==> src/rtl/times_table_pkg.sv <==
// Shared types and size helpers for the self-filling multiplication lookup table.
package times_table_pkg;

    typedef enum logic {
        INIT  = 1'b0,
        SERVE = 1'b1
    } state_t;

    function automatic int res_w(input int w);
        return 2 * w;
    endfunction

    function automatic int depth(input int w);
        return 1 << (2 * w);
    endfunction

endpackage

==> src/rtl/param_bram.sv <==
// Generic single-port synchronous RAM with registered, read-first output.
module param_bram #(
    parameter int ADDR_W = 6,
    parameter int DATA_W = 6
) (
    input  logic              clk,
    input  logic              en,
    input  logic              we,
    input  logic [ADDR_W-1:0] addr,
    input  logic [DATA_W-1:0] din,
    output logic [DATA_W-1:0] dout
);

    logic [DATA_W-1:0] mem [0:(1<<ADDR_W)-1];

    always_ff @(posedge clk) begin
        if (en) begin
            if (we) begin
                mem[addr] <= din;
            end
            dout <= mem[addr];
        end
    end

endmodule

==> src/rtl/times_table_lut.sv <==
// WIDTH x WIDTH multiplication table in RAM: self-fills after reset or rebuild,
// then serves 1-cycle-latency lookups over a valid/ready handshake.
//
//  state | meaning
//  ------+------------------------------------------------------------
//  INIT  | writing RAM[cnt] = hi(cnt) * lo(cnt), one entry per cycle
//  SERVE | table complete, lookups accepted with output backpressure
module times_table_lut
    import times_table_pkg::*;
#(
    parameter  int WIDTH = 3,
    localparam int RES_W = res_w(WIDTH),
    localparam int DEPTH = depth(WIDTH)
) (
    input  logic             clk,
    input  logic             rst,
    input  logic             in_valid,
    output logic             in_ready,
    input  logic [WIDTH-1:0] a,
    input  logic [WIDTH-1:0] b,
    output logic             out_valid,
    input  logic             out_ready,
    output logic [RES_W-1:0] result,
    output logic             init_done,
    input  logic             rebuild
);

    localparam int ADDR_W = 2 * WIDTH;
    localparam logic [ADDR_W-1:0] LAST = ADDR_W'(DEPTH - 1);

    state_t            state;
    logic [ADDR_W-1:0] cnt;
    logic              accept;
    logic              ram_en;
    logic              ram_we;
    logic [ADDR_W-1:0] ram_addr;
    logic [RES_W-1:0]  fill_prod;
    logic [RES_W-1:0]  ram_dout;

    // rebuild wins over a same-cycle request, so refuse it up front
    assign in_ready  = (state == SERVE) && !rebuild && (!out_valid || out_ready);
    assign accept    = in_valid && in_ready;

    assign fill_prod = RES_W'(cnt[ADDR_W-1:WIDTH]) * RES_W'(cnt[WIDTH-1:0]);
    assign ram_we    = (state == INIT);
    assign ram_en    = (state == INIT) || accept;
    assign ram_addr  = (state == INIT) ? cnt : {a, b};

    // RAM output holds while stalled because the read enable drops;
    // masking keeps result at zero whenever nothing valid is presented
    assign result    = ram_dout & {RES_W{out_valid}};

    param_bram #(
        .ADDR_W (ADDR_W),
        .DATA_W (RES_W)
    ) u_bram (
        .clk  (clk),
        .en   (ram_en),
        .we   (ram_we),
        .addr (ram_addr),
        .din  (fill_prod),
        .dout (ram_dout)
    );

    always_ff @(posedge clk) begin
        if (rst) begin
            state     <= INIT;
            cnt       <= '0;
            init_done <= 1'b0;
            out_valid <= 1'b0;
        end else begin
            case (state)
                INIT: begin
                    cnt <= cnt + ADDR_W'(1);
                    if (cnt == LAST) begin
                        state     <= SERVE;
                        init_done <= 1'b1;
                    end
                end
                SERVE: begin
                    if (rebuild) begin
                        state     <= INIT;
                        cnt       <= '0;
                        init_done <= 1'b0;
                        out_valid <= 1'b0;
                    end else if (accept) begin
                        out_valid <= 1'b1;
                    end else if (out_ready) begin
                        out_valid <= 1'b0;
                    end
                end
                default: state <= INIT;
            endcase
        end
    end

endmodule

==> config.mk <==
export PLATFORM = sky130hd
export DESIGN_NAME = times_table_lut
export DESIGN_NICKNAME = d
export VERILOG_FILES = /design/src/rtl/times_table_pkg.sv /design/src/rtl/param_bram.sv /design/src/rtl/times_table_lut.sv
export SDC_FILE = /design/constraint.sdc
export NUM_CORES = 1
export LEC_CHECK = 0
export BUFFER_PORTS_ARGS = -buffer_cell sky130_fd_sc_hd__buf_2
export CAP_MARGIN = 20
export CORE_MARGIN = 3
export CORE_UTILIZATION = 40
export CTS_CLUSTER_SIZE = 20
export DETAILED_ROUTE_END_ITERATION = 12
export SKIP_CTS_REPAIR_TIMING = 1
export SYNTH_ARGS = -nofsm -noshare
export SYNTH_HDL_FRONTEND = slang
export SYNTH_HIERARCHICAL = 1
export SYNTH_SLANG_ARGS = --single-unit
export TNS_END_PERCENT = 10
==> constraint.sdc <==
create_clock -name clk -period 9.3 [get_ports clk]
set_input_delay 1.395 -clock clk [delete_from_list [all_inputs] [get_ports clk]]
set_output_delay 1.395 -clock clk [all_outputs]
set_load 0.02 [all_outputs]
==> flow_metrics.py, run 1 <==
metrics = {
    "timing": {
        "finalSetupViolations": 0,
        "slew_viol_final": 0,
        "period_share_pct": 48.8,
        "relSlewSlack_pct": 21.1,
        "hold_viol": 0,
        "finClkSkew_ps": 9.71,
        "tightest_slew_ps": 1180,
        "finalWorstPathRequiredPeriod_ps": 4540,
        "grt_setup_unrepaired": "false",
        "fmax_ghz": 0.220,
        "setup_tns_ps": 0,
    },
    "power_and_ir_drop": {
        "p_leak_nw": 5.62,
        "swShare_pct": 21.5,
        "power_switching_w": 0.000827,
        "p_per_area_nw_per_um2": 214,
        "pwr-share-comb_pct": 6.0,
        "p_clk_share_pct": 42.8,
        "pwr-share-seq_pct": 51.2,
        "peakVddDrop_mv": 0.127,
        "p_int_w": 0.00303,
    },
    "floorplanning": {
        "start_util_pct": 41.1,
        "fp.dieH_um": 207,
        "row_count": 72,
        "die_w_um": 207,
        "ios": 20,
        "coreArea_um2": 39300,
        "dieArea_um2": 42800,
    },
    "critical_path": {
        "cp_slowest_cell": "buf_4",
        "crit_chain": "buf_2 -> mux2_4 -> buf_4 -> nor2b_1 -> buf_4 -> a221oi_1 -> or3_1 -> o311ai_0 -> nor4_1 -> nand4_1",
        "path_class": "primary input to flip-flop",
        "worst_ep_required_time_ps": 9560,
        "crit_buf_inv": 3,
        "crit_top_cell": "buf_4",
        "r2r_cells": 9,
        "cp.arrival_ps": 4800,
        "cp.depth": 10,
        "start_kind": "primary input",
        "crit_family": "buffers and inverters",
        "max_stage_delay_ps": 870,
        "endpoint_kind": "flip-flop",
        "critPathMaxFanout": 68,
    },
    "synth": {
        "synth.top_cell.area_share_pct": 72.6,
        "avgSynthCellArea_um2": 16.1,
        "netlist_area_um2": 16100,
        "synth_top_family_by_area": "compound AO/OA/AOI/OAI gates",
        "postSynthNetCount": 1021,
        "yosysMostFrequentCell": "edfxtp_1",
        "synth_seq_area_share_pct": 73.7,
        "synth_async_sr_flop_share_pct": 0,
        "synth_xor_area_share_pct": 0.0543,
        "ys_top_cells_by_area": "edfxtp_1 (73%), a22oi_1 (2.7%), mux2i_1 (2.5%), a221oi_1 (2.3%), nor2_1 (2.1%)",
        "ys_top_cells_by_count": "edfxtp_1 (390), nor2_1 (92), a22oi_1 (58), a221oi_1 (43), mux2i_1 (41)",
        "synthAdderAreaFrac_pct": 0.713,
        "synth.distinct_cells": 66,
        "yosys.area_share.simple_pct": 5.92,
        "ys_ff_latch": 399,
        "synth-compound-area-share_pct": 10.7,
        "synth_ff_type": "edfxtp_1",
        "synth_cells": 1002,
        "netlist.top_cell.by_area": "edfxtp_1",
        "yosys_warnings": 6,
        "muxShareOfSynthArea_pct": 6.06,
        "synth_edf_count": 390,
    },
    "drt": {
        "firstDrtPassIters": 6,
        "drtAntennaViolNets": 0,
        "vias": 9591,
        "drt_wl_total_um": 44000,
        "drc": 0,
        "wl_per_cell_um": 28.2,
        "drtIter0Drc": 1413,
        "vias_per_cell": 6.15,
    },
    "place": {
        "post-place-cells": 1485,
        "place_congestion": 0.852,
        "post_dp_cell_area_um2": 16600,
        "portBuffers": 19,
        "hpwl_um": 25900,
    },
    "clock_network": {
        "cts_max_level": 2,
        "cts-root-buf": "clkbuf_16",
        "clockBufferDepth": 3,
        "cts_inserted_buffers": 42,
        "cts_tree": "built",
        "clock_sinks": 399,
        "clk_latency_ps": 530,
        "path_clk_slew_ps": 60,
    },
    "global_routing": {
        "grt_max_degree": 69,
        "antenna_found_initial": 1,
        "grt_pass1_vias": 9370,
        "grt_util_all_layers_pct": 20.5,
        "overflow": 0,
        "grt_pass1_wl_um": 64000,
    },
    "worst_hold_path": {
        "hp-class": "flip-flop to flip-flop",
        "hold_depth": 2,
    },
    "layout": {
        "design_area_um2": 18000,
        "nets": 1030,
        "area_growth_pct": 11.5,
        "drive_gt1_share_pct": 13.7,
        "finalNonFillerCells": 1560,
    },
    "flow_run": {
        "cap_violations": 0,
    },
    "status": {
        "outcome": "complete, no violations",
    },
}
[power groups by stage]
stage	Clock (W)	Combinational, W	Sequential [W]
3_3_place_gp	0	0.000223	0.00201
6_report	0.00165	0.000231	0.00197
5_1_grt	0.00175	0.000239	0.00197
2_1_floorplan	0	0.000150	0.00200
4_1_cts	0.00168	0.000225	0.00197
3_5_place_dp	0	0.000224	0.00201
[sequential cells by signal, indices dropped and copies added (netlist names)]
register     cells
cnt              6
init_done        1
u_bram/mem     384
out_valid        1
state            1
u_bram/dout      6
[metrics by stage]
step           setup slack, ps  power, W  hold slack [ps]  utilization, %
2_1_floorplan             5340   0.00215              510               -
3_3_place_gp              4230   0.00224              449            42.3
3_5_place_dp              4250   0.00224              457            42.3
4_1_cts                   4780   0.00388              466            45.8
5_1_grt                   4610   0.00396              489            45.8
6_report                  4760   0.00386              458            45.8
[worst register-to-register path, stage by stage (launching register included)]
cell      delay, ps
dfxtp_1         690
mux2_4          660
buf_4           890
nor2b_1         210
buf_4           270
a221oi_1        320
or3_1           160
o311ai_0        210
nor4_1          580
nand4_1         140
[layout make-up]
class | count | area [µm²]
Multi-Input combinational cell | 525 | 3830
Fill cell | 3402 | 21300
Clock inverter | 18 | 183
Sequential cell | 399 | 11900
Inverter | 7 | 26.3
Timing Repair Buffer | 36 | 223
Clock buffer | 56 | 1180
Antenna cell | 1 | 2.50
Tap cell | 518 | 648
[layer usage]
layer | GRT usage (%) | vias to the layer above | share of wire (%)
met5 | 0.461 | - | 0.057
met4 | 7.87 | 2 | 3.9
met3 | 5.07 | 102 | 11
met2 | 30.6 | 588 | 44
met1 | 29.4 | 4843 | 41
li1 | - | 4056 | -
[worst paths after layout]
check	start	end	slack, ps
max	b[2]	u_bram/dout[0]	4760
min	init_done	init_done	460
min reg2reg	init_done	init_done	460
max reg2reg	state	u_bram/dout[0]	4880
[layout by cell type (no fill, tap or decap), types with 6 or more instances in the layout]
cell type	netlist	routed
edfxtp_1	390	390
nor2_1	92	92
a22oi_1	58	58
clkbuf_16	0	45
a221oi_1	43	43
mux2i_1	41	41
nand2_1	34	34
a21oi_1	28	28
buf_2	35	19
o21ai_0	18	18
mux2_2	15	17
buf_4	3	17
o22ai_1	16	16
mux4_2	14	14
and2_1	13	12
nand3_1	12	12
nor3_1	11	11
clkbuf_1	15	10
dfxtp_1	9	9
o21ai_1	8	8
clkinv_1	0	8
inv_1	7	7
a31oi_1	7	7
o221ai_1	7	7
nor2b_1	7	6
o22a_1	6	6
[kinds of logic (layout without fill, tap and decap cells)]
group | Yosys count | after routing
other | 0 | 1
multiplexers | 77 | 77
AO/OA/AOI/OAI | 235 | 235
AND/OR/NAND/NOR | 204 | 204
flip-flops | 399 | 399
adder cells (fa/ha/maj) | 8 | 8
XOR/XNOR | 1 | 1
buffers and inverters | 78 | 117
No activity file was read; power rests on OpenSTA's default activity.
==> inputs of run 2 (changes only) <==
==> constraint.sdc (replaced) <==
create_clock -name clk -period 4.33 [get_ports clk]
set_input_delay 0.6495 -clock clk [delete_from_list [all_inputs] [get_ports clk]]
set_output_delay 0.6495 -clock clk [all_outputs]
set_load 0.02 [all_outputs]
==> flow_metrics.py, run 2 (same netlist as run 1, synthesis figures left out) <==
metrics = {
    "status": {
        "outcome": "complete, no violations",
    },
    "floorplanning": {
        "start_util_pct": 41.1,
        "row_count": 72,
        "die_w_um": 207,
        "fp.dieH_um": 207,
        "coreArea_um2": 39300,
        "ios": 20,
        "dieArea_um2": 42800,
    },
    "critical_path": {
        "cp.arrival_ps": 4300,
        "worst_ep_required_time_ps": 4590,
        "start_kind": "flip-flop",
        "endpoint_kind": "flip-flop",
        "max_stage_delay_ps": 760,
        "crit_top_cell": "buf_4",
        "crit_family": "simple AND/OR/NAND/NOR gates",
        "crit_buf_inv": 2,
        "crit_chain": "mux2_2 -> buf_4 -> nor2_2 -> buf_4 -> a221oi_2 -> nor3_1 -> nor4_1 -> o311ai_1 -> or3_1",
        "cp_slowest_cell": "nor4_1",
        "critPathMaxFanout": 17,
        "path_class": "flip-flop to flip-flop",
    },
    "layout": {
        "final_util_pct": 46.3,
        "nFillCells": 3383,
        "top_regs": "u_bram/mem x384, cnt x6, u_bram/dout x6",
        "largest-register": "u_bram/mem",
        "multi_input_area_um2": 3830,
        "area_growth_pct": 12.6,
        "largest_reg_flops": 384,
        "mostFrequentLayoutCells": "edfxtp_1 (390), nor2_1 (92), a22oi_1 (58)",
        "layout_commonest_cell": "edfxtp_1",
        "seq_area_um2": 11900,
        "drive_gt1_share_pct": 16.3,
        "antenna_cells": 0,
        "nets": 1060,
    },
    "power_and_ir_drop": {
        "p_per_area_nw_per_um2": 449,
        "peakVddDrop_mv": 0.246,
        "p_leak_nw": 5.75,
    },
    "drt": {
        "drtAntennaViolNets": 0,
        "drtIter0Drc": 1449,
        "vias": 9690,
        "wl_per_cell_um": 27.6,
        "firstDrtPassIters": 9,
        "vias_per_cell": 6.09,
        "drt_wl_total_um": 43800,
        "drc": 0,
    },
    "timing": {
        "setup_tns_ps": 0,
        "finalWorstPathRequiredPeriod_ps": 4030,
        "slew_viol_final": 0,
        "finalSetupViolations": 0,
        "period_share_pct": 93.1,
        "finClkSkew_ps": 20.0,
        "hold_viol": 0,
        "fmax_ghz": 0.248,
        "relSlewSlack_pct": 25.4,
        "tightest_slew_ps": 1110,
        "grt_setup_unrepaired": "false",
    },
    "global_routing": {
        "grt_max_degree": 65,
        "grt_pass1_vias": 9357,
        "grt_util_met1_pct": 29.5,
        "grtUsageMet2_pct": 30.9,
        "grt.busiest_layer": "met2",
        "antenna_found_initial": 1,
        "grt_pass1_wl_um": 63800,
        "grt_util_met3_pct": 4.78,
        "grt_util_all_layers_pct": 20.4,
        "overflow": 0,
    },
    "clock_network": {
        "cts-root-buf": "clkbuf_16",
        "cts_max_level": 2,
        "cts_tree": "built",
        "cts_inserted_buffers": 41,
        "clockBufferDepth": 3,
        "clk_latency_ps": 550,
        "path_clk_slew_ps": 60,
        "clock_sinks": 399,
    },
    "place": {
        "hpwl_um": 27500,
        "place_congestion": 0.963,
        "portBuffers": 19,
    },
    "flow_run": {
        "cap_violations": 0,
    },
    "worst_hold_path": {
        "hp-class": "primary input to flip-flop",
    },
}
## run 2: changes by cell type in the layout (fill, tap and decap cells not counted), moves of 2 or more
cell | previous run | this run
clkbuf_1 | 10 | 6
clkinv_1 | 8 | 11
inv_6 | 0 | 2
buf_4 | 17 | 46
buf_12 | 0 | 2
clkinv_2 | 5 | 8
clkbuf_16 | 45 | 43
## run 2: layout make-up
cell class                      instances  area share [%]
Multi-Input combinational cell        525            21.1
Tap cell                              518            3.57
Timing Repair Buffer                   67            2.64
Clock buffer                           49            6.05
Sequential cell                       399            65.4
Inverter                                7           0.145
Clock inverter                         25            1.08
## run 2: path summary, 6_finish.rpt
kind	end	start	slack [ps]	depth (start not counted)
hold / removal	out_valid	in_valid	400	3
hold reg to reg	init_done	init_done	460	2
setup / recovery	u_bram/dout[3]	state	300	9
setup reg to reg	u_bram/dout[3]	state	300	9
## run 2: worst min-delay path, stage by stage
cell and delay (ps):
buf_2 90, a22oi_1 70, nor2_1 80
## run 2: power breakdown
| group | switching [W] | internal [W] |
|---|---|---|
| Clock | 0.00142 | 0.00199 |
| Sequential | 0.0000173 | 0.00422 |
| Combinational | 0.000342 | 0.000173 |
## run 2: metrics by stage
stage | power, W | instances | area [µm²] | setup slack (ps) | hold slack [ps]
after detailed placement | 0.00482 | 1516 | 16900 | 500 | 458
after CTS | 0.00820 | 1590 | 18200 | 466 | 376
final | 0.00816 | 1590 | 18200 | 298 | 397
after global placement | 0.00482 | 1516 | 16900 | 537 | 443
after floorplan | 0.00463 | 1002 | 16100 | 372 | 510
after global routing | 0.00839 | 1590 | 18200 | 155 | 410
## run 2: metal layers
metal / wire (µm) / vias up
met1: 18200 / 4948
li1: - / 4103
met3: 4420 / 95
met4: 1480 / 0
met2: 19700 / 544
met5: 0 / -
==> inputs of run 3 (changes only) <==
--- a/config.mk
+++ b/config.mk
@@ -14,6 +14,5 @@
 export SKIP_CTS_REPAIR_TIMING = 1
 export SYNTH_ARGS = -nofsm -noshare
 export SYNTH_HDL_FRONTEND = slang
-export SYNTH_HIERARCHICAL = 1
 export SYNTH_SLANG_ARGS = --single-unit
 export TNS_END_PERCENT = 10
==> flow_metrics.py, run 3 <==
metrics = {
    "synth": {
        "synth_seq_area_share_pct": 77.0,
        "synth_edf_count": 390,
        "synth.top_cell.area_share_pct": 75.8,
        "yosys.area_share.simple_pct": 5.35,
        "ys_top_cells_by_count": "edfxtp_1 (390), a22oi_1 (98), nor2_1 (61), a31oi_1 (43), clkbuf_1 (43)",
        "yosys_warnings": 0,
        "synth_top_family_by_area": "compound AO/OA/AOI/OAI gates",
        "muxShareOfSynthArea_pct": 3.63,
        "ys_top_cells_by_area": "edfxtp_1 (76%), a22oi_1 (4.8%), mux2_2 (2.3%), a222oi_1 (2.2%), a31oi_1 (1.7%)",
        "synthAdderAreaFrac_pct": 0.745,
        "synth_cells": 921,
        "avgSynthCellArea_um2": 16.8,
        "netlist.top_cell.by_area": "edfxtp_1",
        "synth_xor_area_share_pct": 0.0567,
        "synth_ff_type": "edfxtp_1",
        "synth.distinct_cells": 54,
        "postSynthNetCount": 940,
        "yosysMostFrequentCell": "edfxtp_1",
        "netlist_area_um2": 15400,
        "synth-compound-area-share_pct": 11.4,
        "ys_ff_latch": 399,
        "synth_async_sr_flop_share_pct": 0,
    },
    "timing": {
        "fmax_ghz": 0.297,
        "period_share_pct": 77.7,
        "finalSetupViolations": 0,
        "hold_viol": 0,
        "relSlewSlack_pct": 36.4,
        "setup_tns_ps": 0,
        "grt_setup_unrepaired": "false",
        "finalWorstPathRequiredPeriod_ps": 3370,
        "finClkSkew_ps": 13.7,
        "tightest_slew_ps": 954,
        "slew_viol_final": 0,
        "setup_slack_ps": 965,
    },
    "place": {
        "hpwl_um": 24900,
        "pre_cts_ws_ps": 901,
        "portBuffers": 19,
        "place_congestion": 0.849,
    },
    "power_and_ir_drop": {
        "pwr-share-seq_pct": 50.6,
        "peakVddDrop_mv": 0.253,
        "p_leak_nw": 5.61,
        "power_switching_w": 0.00168,
        "pwr-share-comb_pct": 4.0,
        "p_int_w": 0.00669,
        "swShare_pct": 20.1,
        "p_clk_share_pct": 45.4,
        "p_per_area_nw_per_um2": 471,
        "finalPower_w": 0.00837,
    },
    "critical_path": {
        "crit_chain": "buf_4 -> nor2_1 -> a21o_1 -> buf_12 -> a22oi_1 -> a31oi_1 -> or4_1 -> or4_1",
        "start_kind": "flip-flop",
        "regToRegSetupSlack_ps": 960,
        "max_stage_delay_ps": 640,
        "critPathMaxFanout": 36,
        "crit_top_cell": "or4_1",
        "cp.arrival_ps": 3620,
        "endpoint_kind": "flip-flop",
        "r2r_end": "u_bram.dout[0]",
        "reg2reg_from": "state",
        "r2r_cells": 8,
        "worst_ep_required_time_ps": 4590,
        "path_class": "flip-flop to flip-flop",
        "crit_buf_inv": 2,
        "crit_family": "simple AND/OR/NAND/NOR gates",
        "cp_slowest_cell": "dfxtp_1",
    },
    "worst_hold_path": {
        "hold_depth": 3,
        "whs_endpoint": "out_valid",
        "hold_start": "in_valid",
        "hp-class": "primary input to flip-flop",
    },
    "drt": {
        "drtIter0Drc": 1323,
        "drc": 0,
        "wl_per_cell_um": 26.3,
        "vias": 8889,
        "drt_wl_total_um": 39400,
        "vias_per_cell": 5.94,
        "firstDrtPassIters": 6,
        "drtAntennaViolNets": 0,
    },
    "clock_network": {
        "cts-root-buf": "clkbuf_16",
        "clock_sinks": 399,
        "cts_inserted_buffers": 41,
        "cts_max_level": 2,
        "clk_latency_ps": 530,
        "path_clk_slew_ps": 60,
        "cts_tree": "built",
        "clockBufferDepth": 3,
    },
    "layout": {
        "largest_reg_flops": 384,
        "largest-register": "u_bram.mem",
        "layout_commonest_cell": "edfxtp_1",
        "area_growth_pct": 15.0,
        "final_util_pct": 46.9,
        "nets": 972,
        "nFillCells": 3206,
        "top_regs": "u_bram.mem x384, cnt x6, u_bram.dout x6",
        "mostFrequentLayoutCells": "edfxtp_1 (390), a22oi_1 (98), nor2_1 (61)",
        "drive_gt1_share_pct": 17.4,
        "antenna_cells": 0,
    },
    "global_routing": {
        "grt_pass1_wl_um": 58400,
        "overflow": 0,
        "grt_max_degree": 65,
        "antenna_found_initial": 1,
        "grt_util_all_layers_pct": 19.0,
        "grt_pass1_vias": 8777,
    },
    "floorplanning": {
        "row_count": 71,
        "start_util_pct": 40.8,
        "ios": 20,
        "fp.dieH_um": 203,
        "dieArea_um2": 41000,
        "die_w_um": 203,
        "coreArea_um2": 37800,
    },
    "status": {
        "outcome": "complete, no violations",
    },
    "flow_run": {
        "cap_violations": 0,
    },
}
run 3: cell types whose count changed after synthesis, sizes merged, moves of 11 or more:
cell / before / now
a221oi: 45 / 3
mux2i: 41 / 20
a222oi: 0 / 34
a22oi: 58 / 98
buf: 56 / 20
o21ai: 26 / 5
nand2: 34 / 23
a31oi: 7 / 43
mux4: 14 / 0
a21oi: 28 / 13
o22ai: 16 / 1
nor2: 94 / 61
clkbuf: 15 / 43
run 3: layout make-up:
| type | count | area [µm²] | share of cell area (%) |
|---|---|---|---|
| clock buffer | 44 | 1080 | 6.08 |
| clock inverter | 32 | 398 | 2.24 |
| inverter | 7 | 26.3 | 0.148 |
| multi-input combinational | 452 | 3330 | 18.8 |
| sequential | 399 | 11900 | 67.0 |
| tap | 511 | 639 | 3.60 |
| timing repair buffer | 52 | 393 | 2.21 |
run 3: through the flow:
stage / instances / hold WS [ps] / instance area, µm²
floorplan: 921 / 515 / 15400
global placement: 1420 / 443 / 16300
detailed placement: 1421 / 459 / 16300
CTS: 1497 / 386 / 17800
global route: 1497 / 404 / 17800
finish: 1497 / 407 / 17800
run 3: how the worst max path moves through the flow:
stage	start	cells past startpoint	to	slack [ps]
floorplan	cnt[0]	7	u_bram.mem[0][4]	100
global placement	b[0]	7	u_bram.dout[0]	950
detailed placement	b[2]	7	u_bram.dout[0]	900
CTS	state	7	u_bram.dout[0]	990
global route	state	8	u_bram.dout[0]	810
finish	state	8	u_bram.dout[0]	960
run 3: power by group through the flow:
stage	combinational [W]	sequential [W]	clock (W)
final	0.000332	0.00424	0.00380
after global routing	0.000351	0.00423	0.00402
after CTS	0.000330	0.00423	0.00386
after detailed placement	0.000328	0.00432	0
after global placement	0.000325	0.00432	0
after floorplan	0.000210	0.00430	0
run 3: worst reg2reg max path, delay by kind of cell, from the launching register on:
kind,cells,cell delay (ps)
compound gates,3,690
buf+inv,2,680
flops,1,640
simple gates,3,1080
run 3: kinds of logic (layout without fill, tap and decap cells):
logic type / Yosys count / count (layout)
DFF: 399 / 399
muxes: 52 / 52
buffers and inverters: 70 / 135
AOI/OAI and AO/OA: 231 / 231
xor gates and xnor gates: 1 / 1
adders and majority gates: 8 / 8
and+or+nand+nor: 160 / 160
run 3: routing by layer:
layer  GRT usage, %  part of all wire, %  vias up
li1               -                    -     3858
met1           26.2                   42     4523
met2           30.5                   48      440
met3           4.47                  8.5       66
met4           5.35                  2.3        2
met5              0                0.033        -
